$ cat src/rtl/arc_fetch_pkg.sv
// Shared types and instruction-field constants for the instruction fetch unit.
// The branch decode helper lives here so fetch and target logic agree on the encoding.
package arc_fetch_pkg;

    typedef enum logic [1:0] {
        ST_IDLE  = 2'd0,
        ST_FETCH = 2'd1,
        ST_ISSUE = 2'd2
    } fetch_state_t;

    localparam logic [31:0] NOP_INSTR  = 32'h0100_0000;

    localparam int          OP_MSB     = 31;
    localparam int          OP_LSB     = 30;
    localparam int          OP2_MSB    = 24;
    localparam int          OP2_LSB    = 22;
    localparam logic [1:0]  BRANCH_OP  = 2'b00;
    localparam logic [2:0]  BRANCH_OP2 = 3'b010;
    localparam int          DISP22_W   = 22;

    function automatic logic is_branch(input logic [31:0] instr);
        return (instr[OP_MSB:OP_LSB] == BRANCH_OP) && (instr[OP2_MSB:OP2_LSB] == BRANCH_OP2);
    endfunction

endpackage

$ cat src/rtl/arc_branch_target.sv
// Next-PC computation: PC + sext(disp22) for a taken branch, PC + 1 otherwise.
// Purely combinational; arithmetic wraps modulo 2^DATAWIDTH_BUS.
module arc_branch_target
    import arc_fetch_pkg::*;
#(
    parameter int DATAWIDTH_BUS = 32
) (
    input  logic [DATAWIDTH_BUS-1:0] pc,
    input  logic [DATAWIDTH_BUS-1:0] ir,
    input  logic                     branch_taken,
    output logic [DATAWIDTH_BUS-1:0] next_pc
);

    localparam logic [DATAWIDTH_BUS-1:0] PC_STEP = DATAWIDTH_BUS'(1);

    logic [DATAWIDTH_BUS-1:0] disp_ext;
    logic                     take;

    assign disp_ext = {{(DATAWIDTH_BUS-DISP22_W){ir[DISP22_W-1]}}, ir[DISP22_W-1:0]};
    assign take     = is_branch(ir[31:0]) && branch_taken;
    assign next_pc  = take ? (pc + disp_ext) : (pc + PC_STEP);

endmodule

$ cat src/rtl/instruction_fetch.sv
// Instruction fetch unit: fetches one word per PC, holds it in IR for decode,
// and redirects the PC on taken branches when decode accepts the instruction.
//
// state | meaning
// ------+-------------------------------------------------------------
// IDLE  | one cycle after reset before the first memory request
// FETCH | read request at PC outstanding, waiting for memory ACK
// ISSUE | IR/PC_OutBus hold a valid instruction until decode takes it
module instruction_fetch
    import arc_fetch_pkg::*;
#(
    parameter int                     DATAWIDTH_BUS = 32,
    parameter logic [DATAWIDTH_BUS-1:0] RESET_PC    = 32'h0000_0000
) (
    input  logic                     INSTRUCTION_FETCH_CLOCK_50,
    input  logic                     INSTRUCTION_FETCH_ResetInHigh_In,
    output logic [DATAWIDTH_BUS-1:0] INSTRUCTION_FETCH_Address_OutBus,
    output logic                     INSTRUCTION_FETCH_RD_Out,
    input  logic [DATAWIDTH_BUS-1:0] INSTRUCTION_FETCH_Data_InBus,
    input  logic                     INSTRUCTION_FETCH_ACK_In,
    input  logic                     INSTRUCTION_FETCH_Stall_In,
    input  logic                     INSTRUCTION_FETCH_BranchTaken_In,
    output logic [DATAWIDTH_BUS-1:0] INSTRUCTION_FETCH_IR_OutBus,
    output logic [DATAWIDTH_BUS-1:0] INSTRUCTION_FETCH_PC_OutBus,
    output logic                     INSTRUCTION_FETCH_Valid_Out
);

    fetch_state_t             state;
    logic [DATAWIDTH_BUS-1:0] pc;
    logic [DATAWIDTH_BUS-1:0] next_pc;

    // Target is always relative to the held instruction's own address.
    arc_branch_target #(
        .DATAWIDTH_BUS (DATAWIDTH_BUS)
    ) u_branch_target (
        .pc           (INSTRUCTION_FETCH_PC_OutBus),
        .ir           (INSTRUCTION_FETCH_IR_OutBus),
        .branch_taken (INSTRUCTION_FETCH_BranchTaken_In),
        .next_pc      (next_pc)
    );

    always_ff @(posedge INSTRUCTION_FETCH_CLOCK_50 or posedge INSTRUCTION_FETCH_ResetInHigh_In) begin
        if (INSTRUCTION_FETCH_ResetInHigh_In) begin
            state                            <= ST_IDLE;
            pc                               <= RESET_PC;
            INSTRUCTION_FETCH_Address_OutBus <= RESET_PC;
            INSTRUCTION_FETCH_RD_Out         <= 1'b0;
            INSTRUCTION_FETCH_Valid_Out      <= 1'b0;
            INSTRUCTION_FETCH_IR_OutBus      <= DATAWIDTH_BUS'(NOP_INSTR);
            INSTRUCTION_FETCH_PC_OutBus      <= '0;
        end else begin
            case (state)
                ST_IDLE: begin
                    state                            <= ST_FETCH;
                    INSTRUCTION_FETCH_Address_OutBus <= pc;
                    INSTRUCTION_FETCH_RD_Out         <= 1'b1;
                    INSTRUCTION_FETCH_Valid_Out      <= 1'b0;
                end
                ST_FETCH: begin
                    INSTRUCTION_FETCH_Address_OutBus <= pc;
                    if (INSTRUCTION_FETCH_ACK_In) begin
                        state                       <= ST_ISSUE;
                        INSTRUCTION_FETCH_IR_OutBus <= INSTRUCTION_FETCH_Data_InBus;
                        INSTRUCTION_FETCH_PC_OutBus <= pc;
                        INSTRUCTION_FETCH_RD_Out    <= 1'b0;
                        INSTRUCTION_FETCH_Valid_Out <= 1'b1;
                    end
                end
                ST_ISSUE: begin
                    if (!INSTRUCTION_FETCH_Stall_In) begin
                        state                            <= ST_FETCH;
                        pc                               <= next_pc;
                        INSTRUCTION_FETCH_Address_OutBus <= next_pc;
                        INSTRUCTION_FETCH_RD_Out         <= 1'b1;
                        INSTRUCTION_FETCH_Valid_Out      <= 1'b0;
                    end
                end
                default: begin
                    state                       <= ST_IDLE;
                    INSTRUCTION_FETCH_RD_Out    <= 1'b0;
                    INSTRUCTION_FETCH_Valid_Out <= 1'b0;
                end
            endcase
        end
    end

endmodule

$ cat config.mk
export PLATFORM = sky130hd
export DESIGN_NAME = instruction_fetch
export DESIGN_NICKNAME = d
export VERILOG_FILES = /design/src/rtl/arc_fetch_pkg.sv /design/src/rtl/arc_branch_target.sv /design/src/rtl/instruction_fetch.sv
export SDC_FILE = /design/constraint.sdc
export NUM_CORES = 1
export LEC_CHECK = 0
export CELL_PAD_IN_SITES_DETAIL_PLACEMENT = 1
export CELL_PAD_IN_SITES_GLOBAL_PLACEMENT = 2
export CORE_UTILIZATION = 36
export CTS_BUF_LIST = sky130_fd_sc_hd__clkbuf_8
export DETAILED_ROUTE_END_ITERATION = 6
export GPL_ROUTABILITY_DRIVEN = 0
export GPL_TIMING_DRIVEN = 0
export PLACE_DENSITY_LB_ADDON = 0.1
export SYNTH_ARGS = -nofsm -noshare
export SYNTH_HDL_FRONTEND = slang
export SYNTH_SLANG_ARGS = --single-unit
$ cat constraint.sdc
create_clock -name INSTRUCTION_FETCH_CLOCK_50 -period 7.19 [get_ports INSTRUCTION_FETCH_CLOCK_50]
set_input_delay 1.7975 -clock INSTRUCTION_FETCH_CLOCK_50 [delete_from_list [all_inputs] [get_ports INSTRUCTION_FETCH_CLOCK_50]]
set_output_delay 1.7975 -clock INSTRUCTION_FETCH_CLOCK_50 [all_outputs]
set_load 0.1 [all_outputs]
==> reports/qor.yml <==
status: "complete, but fails checks"
violations: "design-rule violations"
grt.overflow.total: 0
drt_iter0_drc: 231
cpPeakStageDelay_ns: 0.53
clk_pin_slew_ns: 0.08
clock_latency_ns: 0.45
max_freq_ghz: 0.164
synth_nets: 719
cp.arrival_ns: 6.44
async_reset_ff_share_pct: 100
synthMuxAreaShare_pct: 13.2
synth_top_family_by_area: "simple AND/OR/NAND/NOR gates"
critical_path_class: "in -> reg"
holdBufCountCts: 0
wl_um: 22300
synth-edff-count: 0
clock_tree.root_cell: "clkbuf_8"
cts_buffers: 17
seq_area_mm2: 0.00325
cp-start-kind: "primary input"
yosysWarnings: 0
die_y_um: 139
cp.required_ns: 7.53
port_buffers: 134
postCtsResizedCells: 0
post-place-cells: 1024
cts_tree: "yes"
die_width_um: 139
highest_layer: "met4"
clockBufferDepth: 2
grt_pass1_vias: 6204
mostFrequentLayoutCells: "clkdlybuf4s50_1 (134), dfrtp_1 (129), nand2_1 (84)"
vias_per_cell: 5.44
met1Wirelength_um: 10400
hold_class: "reg -> reg"
nNetsFinal: 873
grt_pass1_wl_um: 35800
diodes: 0
synth_flop_cell: "dfrtp_1"
mostFrequentLayoutCell: "clkdlybuf4s50_1"
ys_seq_elements: 130
path_cells: "clkdlybuf4s50_1, nor4b_4, clkbuf_1, nand3b_1, ha_1, fa_1, a21oi_1, o22ai_1, o31a_1, a21oi_1, o21ai_1, a222oi_1, xnor2_1, mux2_2"
skew_ns: 0.0141
clock_sinks: 130
ioPinCount: 135
synthSimpleGateAreaFrac_pct: 14.9
start_util_pct: 37.2
min_period_ns: 6.10
dp_hpwl_um: 16500
hold_viol: 0
fin_crit_sh_pct: 84.9
area_growth_syn_to_layout_pct: 30.8
fillCellCount: 2030
finalNonFillerCells: 1055
end_kind: "flip-flop"
rsz0062_at_grt: "false"
critPathSlowestCell: "nor4b_4"
core_area_mm2: 0.0181
wl_per_cell_um: 21.1
antenna_left: 0
syn_avg_cell_area_um2: 10.2
post_cts_buffers: 0
via_count: 5743
critPathBufInv: 2
max_slew_margin_pct: 32.1
synth-seq-area-share_pct: 48.2
grt_max_degree: 94
finalSetupTns_ns: 0
path_max_fanout: 10
slew_violations: 0
first_pass_iters: 7
dr_wl_met3_um: 958
rows: 49
synth_area_mm2: 0.00676
track_usage_pct: 24.3
multi_input_area_mm2: 0.00329
worstMarginPinSlew_ns: 1.02
synth-compound-area-share_pct: 13.0
drive_gt1_share_pct: 15.0
finalSetupViolations: 0
htree_levels: 4
rrSetupSlack_ns: 2.33
yosys.area_share.adder_pct: 4.19
wl_met2_um: 10500
drv_cap: 0
synth.distinct_cells: 62
crit_family: "compound AO/OA/AOI/OAI gates"
synth_cells: 660
synth-xor-area-share_pct: 3.50
antenna_found_initial: 0
drcViolationCount: 3
crit_top_cell: "a21oi_1"
dieArea_mm2: 0.0193
[tightest hold or removal path, stage by stage, from the launching register on]
cell and delay, ns:
dfrtp_1 0.37, nand2_1 0.05, o21ai_0 0.06
[final timing paths]
check,from,to,cells after the start
min,pc[28],pc[28],2
max in group asynchronous,INSTRUCTION_FETCH_ResetInHigh_In,INSTRUCTION_FETCH_IR_OutBus[24],3
min reg2reg,pc[28],pc[28],2
max,INSTRUCTION_FETCH_BranchTaken_In,pc[24],14
max reg2reg,INSTRUCTION_FETCH_IR_OutBus[23],pc[24],13
min in group asynchronous,INSTRUCTION_FETCH_ResetInHigh_In,INSTRUCTION_FETCH_PC_OutBus[4],2
[cells in the mapped netlist, types with 5 or more instances]
cell / instances / share of area [%]
dfrtp_1: 129 / 48
inv_1: 10 / 0.56
ha_1: 21 / 3.9
o21ai_0: 41 / 3.0
o211ai_1: 7 / 0.78
a31oi_1: 10 / 0.93
nor2_1: 45 / 2.5
a21oi_1: 44 / 3.3
mux2i_1: 9 / 1.3
xor2_1: 7 / 0.91
a21o_1: 7 / 0.78
o21a_1: 8 / 0.89
nand3_1: 14 / 1.0
mux2_2: 71 / 12
xnor2_1: 20 / 2.6
nand2_1: 84 / 4.7
and2_1: 6 / 0.56
and3_1: 26 / 2.4
clkbuf_1: 32 / 1.8
nor2b_1: 5 / 0.46
[flip-flops by register name, indices dropped and copies added (netlist names)]
name,flops
INSTRUCTION_FETCH_Address_OutBus,32
INSTRUCTION_FETCH_IR_OutBus,32
INSTRUCTION_FETCH_PC_OutBus,32
INSTRUCTION_FETCH_Valid_Out,1
pc,32
state,1
[cells by family after synthesis]
kind of cell	Yosys count
and+or+nand+nor	210
DFF	130
adders and majority gates	22
xor gates and xnor gates	27
AOI/OAI and AO/OA	143
muxes	80
buffers and inverters	48
[final cells by class]
type,instances,area share (%)
Multi-Input combinational cell,482,37.3
Sequential cell,130,36.8
Timing Repair Buffer,135,15.5
Tap cell,229,3.24
Clock buffer,19,2.96
Buffer,38,1.93
Clock inverter,12,1.78
Inverter,10,0.481
[metrics by stage]
stage,instance area [um^2],utilization (%),hold slack [ns],worst slack [ns]
after floorplan,6760,-,0.459,1.92
after global placement,8380,46.2,0.474,0.0108
after detailed placement,8420,46.4,0.491,0.612
after CTS,8840,48.7,0.515,1.08
after global routing,8840,48.7,0.536,0.971
final,8840,48.7,0.514,1.09
[per-layer routing]
layer	up-vias	global-route usage, %
li1	2643	-
met1	2945	32.4
met2	135	39.9
met3	20	4.94
met4	0	7.13
met5	-	0
Power is not shown: default switching activity piles up to over one toggle a cycle in this logic, so the estimate is an artifact.
